[src/rtl/serial_add_sequencer.sv]
// serial_add_sequencer
//   Bit-serial operand sequencer that wraps an external 1-bit full adder.
//   It loads two N-bit operands and a carry-in, then for N cycles presents
//   one bit of each operand (LSB first) and a registered carry to the adder.
//   Each returned sum bit is shifted into the result MSB-first, so after N
//   edges the result is LSB-aligned.
//
// Parameters
//   N            operand/result width, N >= 1
//
// Ports
//   clk          rising-edge clock
//   rst          asynchronous active-high reset
//   start        request, accepted on an edge where ready=1
//   a_in/b_in    operands, sampled on accept
//   ci_in        carry-in, sampled on accept
//   ready        high in IDLE only
//   fa_a/fa_b    operand bits to the adder (0 outside SHIFT)
//   fa_ci        registered carry to the adder (0 outside SHIFT)
//   fa_sum/fa_co sum and carry returned by the adder
//   result       accumulated sum, LSB-aligned
//   co_out       final carry-out
//   result_valid result/co_out valid (DONE)
//   result_ready consumer accepts the result
module serial_add_sequencer #(
  parameter int unsigned N = 8
) (
  input  logic         clk,
  input  logic         rst,
  input  logic         start,
  input  logic [N-1:0] a_in,
  input  logic [N-1:0] b_in,
  input  logic         ci_in,
  output logic         ready,
  output logic         fa_a,
  output logic         fa_b,
  output logic         fa_ci,
  input  logic         fa_sum,
  input  logic         fa_co,
  output logic [N-1:0] result,
  output logic         co_out,
  output logic         result_valid,
  input  logic         result_ready
);

  localparam int unsigned CntW = (N > 1) ? $clog2(N) : 1;
  localparam logic [CntW-1:0] CntLast = CntW'(N - 1);
  localparam logic [CntW-1:0] CntOne  = CntW'(1);

  typedef enum logic [1:0] {
    StIdle,
    StShift,
    StDone
  } state_e;

  state_e          state_q;
  logic [N-1:0]    a_sr_q;
  logic [N-1:0]    b_sr_q;
  logic [N-1:0]    result_q;
  logic            carry_q;
  logic            co_out_q;
  logic [CntW-1:0] cnt_q;

  // Incoming sum bit placed at the MSB; written this way so N=1 needs no
  // zero-width slice.
  logic [N-1:0]    sum_msb;

  always_comb begin
    sum_msb        = '0;
    sum_msb[N-1]   = fa_sum;
  end

  always_ff @(posedge clk or posedge rst) begin
    if (rst) begin
      state_q  <= StIdle;
      a_sr_q   <= '0;
      b_sr_q   <= '0;
      result_q <= '0;
      carry_q  <= 1'b0;
      co_out_q <= 1'b0;
      cnt_q    <= '0;
    end else begin
      unique case (state_q)
        StIdle: begin
          if (start) begin
            a_sr_q   <= a_in;
            b_sr_q   <= b_in;
            carry_q  <= ci_in;
            cnt_q    <= '0;
            result_q <= '0;
            state_q  <= StShift;
          end
        end
        StShift: begin
          a_sr_q   <= a_sr_q >> 1;
          b_sr_q   <= b_sr_q >> 1;
          result_q <= (result_q >> 1) | sum_msb;
          carry_q  <= fa_co;
          if (cnt_q == CntLast) begin
            co_out_q <= fa_co;
            cnt_q    <= '0;
            state_q  <= StDone;
          end else begin
            cnt_q    <= cnt_q + CntOne;
          end
        end
        StDone: begin
          // start is ignored here, even when it coincides with result_ready.
          if (result_ready) begin
            state_q <= StIdle;
          end
        end
        default: state_q <= StIdle;
      endcase
    end
  end

  // Adder drive depends only on registers, so there is no path from
  // fa_sum/fa_co back to fa_*.
  always_comb begin
    fa_a  = 1'b0;
    fa_b  = 1'b0;
    fa_ci = 1'b0;
    if (state_q == StShift) begin
      fa_a  = a_sr_q[0];
      fa_b  = b_sr_q[0];
      fa_ci = carry_q;
    end
  end

  assign ready        = (state_q == StIdle);
  assign result_valid = (state_q == StDone);
  assign result       = result_q;
  assign co_out       = co_out_q;

endmodule
[config.mk]
export PLATFORM = sky130hd
export DESIGN_NAME = serial_add_sequencer
export DESIGN_NICKNAME = d
export VERILOG_FILES = /design/src/rtl/serial_add_sequencer.sv
export SDC_FILE = /design/constraint.sdc
export NUM_CORES = 1
export LEC_CHECK = 0
export ABC_AREA = 1
export CAP_MARGIN = 20
export CORE_MARGIN = 2
export CORE_UTILIZATION = 49
export DETAILED_ROUTE_END_ITERATION = 6
export PLACE_DENSITY = 0.75
export SLEW_MARGIN = 20
export SYNTH_ARGS = -nofsm -noshare
export SYNTH_HDL_FRONTEND = slang
export SYNTH_SLANG_ARGS = --single-unit
[constraint.sdc]
create_clock -name clk -period 1.3 [get_ports clk]
set_input_delay 0.195 -clock clk [delete_from_list [all_inputs] [get_ports clk]]
set_output_delay 0.195 -clock clk [all_outputs]
set_load 0.03 [all_outputs]
==> run metrics <==
Fin Hold WS 187.8 ps; GRT met2 Usage 0.3072; root buffer cell clkbuf_4; reg-to-reg endpoint a_sr_q[4]$_DFFE_PP0P_; register area share after synthesis 0.4901; final WL 3.600 mm; post-synth top area share 0.4901; DR WL/cell 11.80 µm; Post-Syn Area per Cell 7.914 µm²; worst rel slew slack 0.7708; static leakage 0.001181 µW; P per Cell Area 2231 nW/µm²; # DRC 0; clk_lat worst skew 330 ps; crit share post-route 1.080; clock network power share 0.108; # nets final 285; CTS Sinks 31; die width 60.84 µm; Via density 4.872; failing checks setup timing; Synth-to-Final Area Change 41.42%; register share of total power 0.331; # IOs 37; Site Rows 20; busiest layer in global routing met2; CTS hold repair buffers 0; Reg2Reg Setup Slack 70 ps; Die Height 60.84 µm; Max IR drop VDD 1.201 mV; Max clock buf depth 2; first-pass GRT wire length 5.685 mm; DRT iter0 DRCs 54; FILL cells 240; Area contributors post-synth dfrtp_1 49%, nand3_1 16%, nand2_1 9.5%; worst-margin pin slew 342.7 ps; min Tclk post-route 1403 ps; HP Class in -> async; Routed Antenna Nets 0; Starting Density 0.5184; Worst Reg2Reg Path Length in Cells 7; Netlist Area Pre-Place 1583 µm²; overall via count from detail_route 1486; total die area 3701 µm²; slowest cell on the critical path dfrtp_2; status complete, but fails checks; Synth cell types 17; CTS tree done; CP Launch Type register; Final GP Congestion 0.7806; setup_tns -481.4 ps; most frequent cells in the layout 52 x nand3_1, 40 x nand2_1, 38 x inv_1; yosys warns 0; max-slew violation count 0; pin count of the biggest net entering global routing 32; HPWL after DPL 2.294 mm; H-tree levels 2; FF+latch count, synth 31; commonest non-fill, non-tap cell in the layout nand3_1; worst setup margin -103.4 ps; Cell Int Power 2806 µW; worst path arrival time 1210 ps; GR Util All Layers 0.2106; Final Skew 2.878 ps; Worst Path Required 1110 ps; Power, Total 4994 µW; MaxCap Viol Count 0; CP peak stage delay 470 ps; Ant. Diodes 0; dpl cell area 2036 µm²; DRT Pass-1 Iters 4; grt met1 use 0.2888; Clk pin slew, worst setup/hold paths 90 ps; total core area 3053 µm²; clock buffer count from CTS 5; port bufs 36; Syn Nets 225; CP startpoint state_q[0]$_DFFE_PP0P_; nature of the critical path endpoint output port; RSZ-0062 raised after global routing yes; combinational power share 0.561; delay-heaviest family, CP flip-flops; Buf+Inv Stages, Crit Path 2; critical path type reg -> out; Setup-failing EPs final 5; grt ovf 0; Mapped Cells 200; initial antenna violation count 0; Finished Cell Area 2238 µm²; fmax 712.6 MHz; P_sw 2188 µW; fraction of layout cells with a size suffix above 1 0.2107; Final Hold Fails 0; switch share 0.4381; fin util 0.7332; worst-path maximum fanout 6; critical-path cell list buf_6, nor2_1, buf_4; post-synth top area cell dfrtp_1; vias in the first global route 1316; RR Startpoint state_q[1]$_DFFE_PP0P_; met3 Use GR 0.06397
[Yosys cell counts, drive strengths merged]
cell type,number
o22ai,2
nand3,52
dfrtp,31
ha,2
o21ai,11
nor2,6
inv,40
nand2,43
buf,11
nand4,2
[power by group through the flow]
stage | registers (µW) | clock network, µW | logic [µW]
6_report | 1650 | 540 | 2800
5_1_grt | 1700 | 601 | 3110
4_1_cts | 1640 | 560 | 2460
3_5_place_dp | 1650 | 0 | 2510
3_3_place_gp | 1650 | 0 | 2450
2_1_floorplan | 1840 | 0 | 1570
[worst min-delay path: cells and delay by family]
kind | cells | cell delay (ps)
buf+inv | 3 | 690
[sequential cells by signal, indices dropped and copies added (netlist names)]
signal   count
cnt_q        3
carry_q      1
a_sr_q       8
b_sr_q       8
co_out       1
result       8
state_q      2
[cell families after synthesis]
family          after synthesis  share of synthesized area
simple gates                103                     0.2996
flops                        31                     0.4901
fa+ha+maj                     2                    0.01581
buf+inv                      51                     0.1518
compound gates               13                    0.04268
[per-stage QoR]
stage,setup slack (ps),cells
after floorplan,-111.4,200
after global placement,-9.104,284
after detailed placement,-57.22,284
after CTS,-249.9,292
after global routing,-181.9,305
final,-103.4,305
[how the worst max path moves through the flow]
| stage | cells past startpoint | endpoint | slack [ps] |
|---|---|---|---|
| floorplan | 5 | fa_a | -110 |
| global placement | 5 | cnt_q[0]$_DFFE_PP0P_ | -9 |
| detailed placement | 6 | a_sr_q[1]$_DFFE_PP0P_ | -60 |
| CTS | 4 | fa_ci | -250 |
| global route | 4 | fa_a | -180 |
| finish | 3 | ready | -100 |
[per-layer routing]
| metal | part of all wire | vias to the layer above |
|---|---|---|
| li1 | - | 751 |
| met1 | 0.49 | 694 |
| met2 | 0.46 | 33 |
| met3 | 0.040 | 8 |
| met4 | 0.015 | 0 |
| met5 | 0 | - |
[layout make-up]
class	count	area [µm²]	area share
well taps	44	55.05	0.02459
repair buffers	63	585.6	0.2616
multi-input cells	119	615.6	0.2750
inverters	40	155.1	0.06931
flip-flops and latches	31	777.0	0.3471
clock inverters	1	5.005	0.002236
clock buffers	7	45.04	0.02012
[repair_timing]
| item | in CTS | in global routing |
|---|---|---|
| resized for setup | 18 | 28 |
| buffers inserted | 0 | 12 |
| pin swaps | 0 | 1 |
| gates cloned | 0 | 1 |
| setup endpoints to repair | 14 | 15 |
Power figures use the tool's default switching activity.
